--- config.mk ---
export PLATFORM = sky130hd
export DESIGN_NAME = flower_anim_ctrl
export DESIGN_NICKNAME = d
export VERILOG_FILES = /design/src/rtl/flower_anim_ctrl.sv
export SDC_FILE = /design/constraint.sdc
export NUM_CORES = 1
export LEC_CHECK = 0
export CORE_MARGIN = 2
export CORE_UTILIZATION = 48
export DETAILED_ROUTE_END_ITERATION = 12
export PLACE_DENSITY = 0.85
export SLEW_MARGIN = 20
export SYNTH_ARGS = -nofsm -noshare
export SYNTH_HDL_FRONTEND = slang
export SYNTH_SLANG_ARGS = --single-unit
--- constraint.sdc ---
create_clock -name Clk -period 4.05 [get_ports Clk]
set_input_delay 0.6075 -clock Clk [delete_from_list [all_inputs] [get_ports Clk]]
set_output_delay 0.6075 -clock Clk [all_outputs]
set_load 0.03 [all_outputs]
--- src/rtl/flower_anim_ctrl.sv ---
// Flower sprite animation sequencer: steps through NUM_FRAMES sprite frames while the
// game is in ACTIVE_STATUS, then holds the last frame or loops back to frame 1.
module flower_anim_ctrl #(
   parameter logic [3:0] ACTIVE_STATUS = 4'd5,
   parameter int         NUM_FRAMES    = 3,
   parameter int         FRAME_TICKS   = 120,
   parameter int         LOOP          = 0
) (
   input  logic       Clk,
   input  logic       Reset,
   input  logic       frame_tick,
   input  logic [3:0] status,
   input  logic       pause,
   input  logic       skip,
   output logic [2:0] frame_sel,
   output logic [7:0] tick_cnt,
   output logic       busy,
   output logic       anim_done
);

   localparam logic [2:0] LAST_FRAME = 3'(NUM_FRAMES);
   localparam logic [7:0] LAST_TICK  = 8'(FRAME_TICKS - 1);

   typedef enum logic [1:0] {
      IDLE,
      PLAY,
      HOLD
   } state_t;

   state_t     state_q, state_d;
   logic [2:0] frame_sel_q, frame_sel_d;
   logic [7:0] tick_cnt_q, tick_cnt_d;
   logic       busy_q, busy_d;
   logic       anim_done_q, anim_done_d;

   logic tick_en;
   logic expire;
   logic advance;

   assign tick_en = frame_tick && !pause;
   assign expire  = tick_en && (tick_cnt_q == LAST_TICK);
   // skip and expiry collapse into a single advance, so coincident events move one frame
   assign advance = skip || expire;

   always_comb begin
      state_d     = state_q;
      frame_sel_d = frame_sel_q;
      tick_cnt_d  = tick_cnt_q;
      busy_d      = busy_q;
      anim_done_d = 1'b0;

      // Leaving the active status aborts from any state without flagging completion
      if (status != ACTIVE_STATUS) begin
         state_d     = IDLE;
         frame_sel_d = 3'd0;
         tick_cnt_d  = 8'd0;
         busy_d      = 1'b0;
      end else begin
         case (state_q)
            IDLE: begin
               state_d     = PLAY;
               frame_sel_d = 3'd1;
               tick_cnt_d  = 8'd0;
               busy_d      = 1'b1;
            end
            PLAY: begin
               if (advance) begin
                  tick_cnt_d = 8'd0;
                  if (frame_sel_q < LAST_FRAME) begin
                     frame_sel_d = frame_sel_q + 3'd1;
                  end else if (LOOP != 0) begin
                     frame_sel_d = 3'd1;
                  end else begin
                     state_d     = HOLD;
                     busy_d      = 1'b0;
                     anim_done_d = 1'b1;
                  end
               end else if (tick_en) begin
                  tick_cnt_d = tick_cnt_q + 8'd1;
               end
            end
            HOLD: begin
               frame_sel_d = LAST_FRAME;
               tick_cnt_d  = 8'd0;
               busy_d      = 1'b0;
            end
            default: begin
               state_d     = IDLE;
               frame_sel_d = 3'd0;
               tick_cnt_d  = 8'd0;
               busy_d      = 1'b0;
            end
         endcase
      end
   end

   always_ff @(posedge Clk) begin
      if (Reset) begin
         state_q     <= IDLE;
         frame_sel_q <= 3'd0;
         tick_cnt_q  <= 8'd0;
         busy_q      <= 1'b0;
         anim_done_q <= 1'b0;
      end else begin
         state_q     <= state_d;
         frame_sel_q <= frame_sel_d;
         tick_cnt_q  <= tick_cnt_d;
         busy_q      <= busy_d;
         anim_done_q <= anim_done_d;
      end
   end

   assign frame_sel = frame_sel_q;
   assign tick_cnt  = tick_cnt_q;
   assign busy      = busy_q;
   assign anim_done = anim_done_q;

endmodule
**Word-level counts from Yosys, hierarchy flattened**

Index checks and enable logic that the tools add are counted.
Widths: inputs -> output; s select.

- Eq/ne operators: 7
- Reduce and logical (&&, ||, !) cells: 11
- Order comparisons: 1
- Add/subtract/negate cells: 2
- Bitwise gates (word level): 3
- Multiplexer cells: 10

Operator list:

| kind | number |
|---|---|
| $pmux 3 s3 | 1 |
| $add 8x1->8 const B | 1 |
| $eq 8x7->1 const B | 1 |
| $reduce_or 4->1 | 2 |
| $mux 3 | 2 |
| $ne 2x2->1 const B | 3 |
| $pmux 2 s3 | 1 |
| $mux 2 | 2 |
| $ne 4x3->1 const B | 1 |
| $reduce_and 2->1 | 2 |
| $add 3x1->3 const B | 1 |
| $lt 3x2->1 const B | 1 |
| $mux 1 | 3 |
| $not 1->1 | 3 |
| $reduce_and 3->1 | 1 |
| $eq 2x1->1 const B | 1 |
| $eq 2x2->1 const B | 1 |
| $logic_and 1x1->1 | 2 |
| $logic_not 2->1 | 1 |
| $pmux 1 s2 | 1 |
| $reduce_or 2->1 | 1 |
| $logic_not 1->1 | 1 |
| $logic_or 1x1->1 | 1 |

- Input bits: 9
- Logic and storage cells: 39
- Output and inout bits: 13
- Register bits after elaboration: 15

**Depth between registers and ports, before layout**

- Depth after elaboration: 6
- Depth in mapped cells: 5
- Depth with buffers taken out: 5

**Least setup slack after synthesis**

Ideal clock, no wire load.

- Kind: register to register
- Start point: register tick_cnt_q[0] (netlist: tick_cnt[0])
- End point: register frame_sel_q[1] (netlist: frame_sel[1])
- Path buffers: 0
- Arrival: 1.551 ns
- Cell stages (with the launch flop): 6
- Setup time: 0.131 ns
- Setup slack: 2.368 ns
- Data required time: 3.919 ns
- Period minus slack after synthesis: 1.682 ns
- Cells stage by stage: dfxtp_1 ha_1 nand4b_4 o31a_1 nor4b_1 a311oi_1

- Word-level cells in the longest chain between the ends: 5

RTL lines:

| what | line | text |
|---|---|---|
| start: declaration | 32 | `logic [7:0] tick_cnt_q, tick_cnt_d;` |
| start signal: assignment | 107 | `tick_cnt_q <= tick_cnt_d;` |
| $eq 8x7->1 | 41 | `assign expire = tick_en && (tick_cnt_q == LAST_TICK);` |
| $logic_and 1x1->1 | 41 |  |
| $logic_or 1x1->1 | 43 | `assign advance = skip \|\| expire;` |
| $ne 2x2->1 (no line) | n/a |  |
| $reduce_and 2->1 (no line) | n/a |  |
| end signal: assignment | 106 | `frame_sel_q <= frame_sel_d;` |
| end: declaration | 31 | `logic [2:0] frame_sel_q, frame_sel_d;` |

No other way between the ends.
A chain may end at the register's enable or synchronous reset.

**Final worst setup path**

- Start point: register tick_cnt_q[3] (netlist: tick_cnt[3])
- End point: output port tick_cnt[3]

RTL lines:

| what | line | text |
|---|---|---|
| end: declaration | 16 | `output logic [7:0] tick_cnt,` |

No word-level cell between the ends.

==> reports/results.txt <==
Run status: completed
Clk sinks: 15
Syn Nets: 94
Largest net degree at the start of global routing: 10
Asr flop ratio synth: 0
Switching share of power: 0.221
Final ANT Viol Nets: 0
Critical path peak fanout: 8
Synthesized cell area: 743 sq um
Post-synthesis register bit count: 15
Post-CTS Setup Inserts: 0
Antenna violations before repair: 0
Final min period: 2.10 ns
Buf/Inv on CP: 1
Total GRT Usage: 0.212
RSZ-0062 raised after global routing: no
Syn avg cell area: 8.95 sq um
Worst reg2reg path depth: 5
Slew Limit Fails: 0
Routed vias/inst: 5.66
Grt ovf: 0
R2r endpoint: frame_sel[1]
Register area share after synthesis: 0.404
Clock share of power: 0.334
Area Growth Syn to Fin: 34.0%
CTS tree: built
DRC Markers: 0
Post_cts resized: 0
Top delay family on crit path: buffers and inverters
Sw power: 55.5 uW
Diode count: 0
Routed len/inst: 13.5 um
First drt pass iteration count: 4
Commonest cells after routing, fill and taps aside: clkdlybuf4s50_1 (21), dfxtp_1 (15), nor2_1 (10), nand2_1 (6), a21oi_1 (5)
Worst EP required: 3.44 ns
Final Hold Viols: 0
Filler cells: 135
Critical path launch point type: register
FF-to-FF Start: tick_cnt[0]
Clock Tree Root: clkbuf_4
Comb pwr share: 0.076
Post-DP HPWL: 1.28 mm
Int Power: 196 uW
Crit-path cells: clkdlybuf4s50_1
Final Routed Wirelength: 1.67 mm
I/O pins: 22
Clock transition at path regs: 0.09 ns
Crit path max-delay cell type: clkdlybuf4s50_1
Hold WS: 0.512 ns
Stages on the worst setup path: 1
DIE HEIGHT: 43.4 um
Initial Util: 0.505
Number of global-route vias before repair: 687
Sequential Power Share: 0.590
Number of port buffers: 21
Cell variety after synth: 30
Relative max-transition margin: 0.679
PD cells: 253 mW/mm^2
Crit end category: primary output
Total leakage power: 0.000374 uW
Most common cell after layout, fill and taps aside: clkdlybuf4s50_1
Core ar.: 0.00147 sq mm
Clock Path Buffers: 2
Max_cap viols: 0
Hold crit path type: register to register
Slew @ Worst Pin: 0.481 ns
Worst setup path end: tick_cnt[3]
Via count: 696
Die Area: 0.00188 sq mm
FF-to-FF setup slack: 2.41 ns
RePlAce Congestion: 0.784
Clk Latency, worst-skew pair: 0.28 ns
Worst setup startpoint: tick_cnt[3]
Max frequency: 477 MHz
# setup viols final: 0
Max incr delay on CP: 0.72 ns
H-tree levels: 1
Hold_buf cts: 0
Synth warn: 0
Crit share post-route: 0.518
Hold_sp: busy
Peak VDD IR: 0.168 mV
Clock skew: 0.00570 ns
Site row count: 14
Chip Width: 43.4 um
Starting DRC count in detailed routing: 10
CTS Buf Count: 3
Synthesized instance count: 83
Primary FF master, synth: dfxtp_1
Layout cells sized above 1: 0.0841
CP arrival: 1.49 ns
Setup_tns: 0 ns
EDFF count, synth: 0
Global-route wire length before repair: 2.95 mm
WS Path Type: register to primary output
Final net count: 119
[worst min-delay path by stage]
stage,depth (start not counted),slack (ns),to
2_1_floorplan,1,0.46,busy
3_3_place_gp,2,0.49,busy
3_5_place_dp,2,0.49,busy
4_1_cts,2,0.51,busy
5_1_grt,2,0.53,busy
6_report,2,0.51,busy
[per-layer routing]
metal | wire length (um) | share of wire | GRT usage
met2 | 852 | 0.51 | 0.367
met5 | 0 | 0 | 0
met3 | 65 | 0.039 | 0.0375
met1 | 710 | 0.43 | 0.246
met4 | 37 | 0.022 | 0.115
[cell type report]
type / instances / area, sq um / share of cell area
inverters: 4 / 15.0 / 0.0151
well taps: 16 / 20.0 / 0.0201
flip-flops and latches: 15 / 300 / 0.302
repair buffers: 21 / 210 / 0.211
clock buffers: 3 / 22.5 / 0.0226
clock inverters: 1 / 5.00 / 0.00503
multi-input cells: 63 / 423 / 0.425
[power by group through the flow]
| stage | registers [uW] | logic (uW) | clock network, uW |
|---|---|---|---|
| final | 149 | 19.2 | 83.9 |
| after global routing | 149 | 20.5 | 92.9 |
| after CTS | 149 | 19.1 | 89.4 |
| after detailed placement | 152 | 19.0 | 0 |
| after global placement | 152 | 18.1 | 0 |
| after floorplan | 152 | 7.85 | 0 |
[kinds of logic (layout without fill, tap and decap cells)]
kind of cell	after synthesis	in the layout	share of synthesized area
mux	1	1	0.0135
fa+ha+maj	2	2	0.0337
compound gates	17	17	0.155
xor+xnor	6	6	0.0707
simple gates	37	37	0.296
flops	15	15	0.404
buf+inv	5	29	0.0269
[cells in the mapped netlist (all sizes together) (3+ instances only)]
cell type | instances | share of area
a21oi | 5 | 0.034
dfxtp | 15 | 0.40
inv | 4 | 0.020
nand2 | 6 | 0.030
nand2b | 4 | 0.044
nand3 | 3 | 0.020
nor2 | 10 | 0.051
nor2b | 3 | 0.025
o21ai | 4 | 0.027
xnor2 | 3 | 0.035
xor2 | 3 | 0.035
[worst reg2reg max path, delay by kind of cell, from the launching register on]
family,cells,cell delay [ns]
AOI/OAI and AO/OA,2,0.43
adders and majority gates,1,0.24
and+or+nand+nor,2,0.45
DFF,1,0.40
[per-stage QoR]
stage                     setup slack (ns)  utilization  instances  cell area, sq um  power [uW]
after floorplan                       2.37            -         83               743         160
after global placement                1.96        0.658        119               968         170
after detailed placement              1.89        0.658        119               968         171
after CTS                             1.93        0.677        123               996         257
after global routing                  1.88        0.677        123               996         262
final                                 1.95        0.677        123               996         252
[flip-flops by register name, indices dropped and copies added (netlist names)]
signal,count
busy,1
frame_sel,3
anim_done,1
tick_cnt,8
state_q,2
No activity file was read; power rests on OpenSTA's default activity.
==> edit, RTL diff (same settings) <==
Reset style: asynchronous (`Reset`), changed in one clocked block.
--- a/src/rtl/flower_anim_ctrl.sv
+++ b/src/rtl/flower_anim_ctrl.sv
@@ -96,3 +96,3 @@
 
-   always_ff @(posedge Clk) begin
+   always_ff @(posedge Clk or posedge Reset) begin
       if (Reset) begin
Formal check against the unedited RTL: differs if Reset is asserted again (counterexample within 4 cycles, from zero or initial values and one cycle with Reset high); with Reset held inactive, the same outputs for 10 cycles.
==> edit against the original RTL <==
- total power up 2.0%
- routed wire length down 7.7%
- combinational power up 15%
- sequential cell count unchanged
- clock skew about the same
- global-route usage down 3.8 points
- hold slack about the same
- area after synthesis up 8.9%
- fmax down 0.40%
- worst setup slack worse by 0.0084 ns
- final cell count down 5.7%
- design area up 6.7%
==> edit: results (changes against the original RTL) <==
[worst_hold_path]
hold_path_class=reg2reg  ; unchanged

[cells_and_area]
drive_above_1_share=0.130  ; was 0.0841
nets=112  ; was 119
antennaDiodeCount=0  ; unchanged
largest_reg_flops=8  ; unchanged

[status]
status=completed  ; unchanged

[timing]
timing.final.ws_setup_ns=1.94  ; was 1.95 ns
worstMarginPinSlew_ns=0.572  ; was 0.481 ns
fin_skew_ns=0.00572  ; was 0.00570 ns

[critical_path]
reg2regPathDepth=5  ; unchanged
rrSetupSlack_ns=2.52  ; was 2.41 ns
timing.rr.end=tick_cnt[3]$_DFFE_PP0P_  ; was frame_sel[1]$_SDFFE_PP0P_
startpoint=tick_cnt[3]$_DFFE_PP0P_  ; was tick_cnt[3]$_SDFFE_PP0P_
crit_path_max_fanout=6  ; was 8
timing.rr.start=tick_cnt[0]$_DFFE_PP0P_  ; was tick_cnt[0]$_SDFFE_PP0P_

[synth]
async_reset_ff_frac=1.00  ; was 0
synth_mux_area_frac=0.0124  ; was 0.0135
seq_area_frac_synth=0.464  ; was 0.404
synth_fp_nets=87  ; was 94
synth_xor_area_frac=0.0757  ; was 0.0707
synth_area_leaders=dfrtp_1 46%, nor2_1 5.1%, xnor2_1 4.3%  ; was dfxtp_1 40%, nor2_1 5.1%, xnor2_1 3.5%
yosysTopAreaCell=dfrtp_1  ; was dfxtp_1

[routing]
routedWlPerCell_um=13.2  ; was 13.5 µm
vias=654  ; was 696
drt_first_iter_violations=9  ; was 10
drt_first_pass_iters=4  ; unchanged

[place]
dpl_worst_slack_ns=2.01  ; was 1.89 ns
gp_congestion=0.802  ; was 0.784
hpwl_mm=1.21  ; was 1.28 mm

[cts]
cts_setup_buffers=0  ; unchanged

[grt]
grtUsageTotal=0.174  ; was 0.212
grt_pass1_wl_mm=2.57  ; was 2.95 mm
grt_pass1_vias=602  ; was 687
grt_max_degree=16  ; was 10

[power]
power_leakage_nw=0.421  ; was 0.374 nW

[edit: changes by cell type in the layout (fill, tap and decap cells not counted), sizes merged, moves of 3 or more]
cell    unedited run  this run
a21oi              5         2
nand2b             4         1
dfrtp              0        15
dfxtp             15         0
[edit: report_power, final]
part           switching (W)  total (W)  leakage (nW)  internal [W]
logic              0.0000104  0.0000221         0.195     0.0000116
registers         0.00000116   0.000152         0.209      0.000151
clock network      0.0000462  0.0000827        0.0177     0.0000366
total              0.0000578   0.000257         0.421      0.000199
[edit: through the flow]
stage,cells,instance area (µm²)
after global routing,116,1060
final,116,1060
after detailed placement,112,1030
after CTS,116,1060
after global placement,112,1030
after floorplan,76,810
[edit: routing by layer]
metal / vias to the layer above / share of wire / track usage
li1: 320 / - / -
met1: 318 / 0.47 / 0.223
met2: 16 / 0.50 / 0.294
met3: 0 / 0.033 / 0.0360
met4: 0 / 0 / 0.0529
met5: - / 0 / 0
[edit: cell type report]
cell class                      instances  area [µm²]
Clock buffer                            3        22.5
Clock inverter                          1        5.00
Fill cell                             112         479
Inverter                                2        7.51
Multi-Input combinational cell         58         422
Sequential cell                        15         375
Tap cell                               16        20.0
Timing Repair Buffer                   21         210
[edit: worst min-delay path by stage]
stage	slack (ns)	depth (start not counted)	from	end
after global placement	0.50	1	state_q[0]$_DFFE_PP0P_	busy$_DFFE_PP0P_
after CTS	0.52	1	state_q[0]$_DFFE_PP0P_	busy$_DFFE_PP0P_
after global routing	0.53	1	state_q[0]$_DFFE_PP0P_	busy$_DFFE_PP0P_
final	0.51	1	state_q[0]$_DFFE_PP0P_	busy$_DFFE_PP0P_
after floorplan	0.46	1	state_q[0]$_DFFE_PP0P_	busy$_DFFE_PP0P_
after detailed placement	0.50	1	state_q[0]$_DFFE_PP0P_	busy$_DFFE_PP0P_
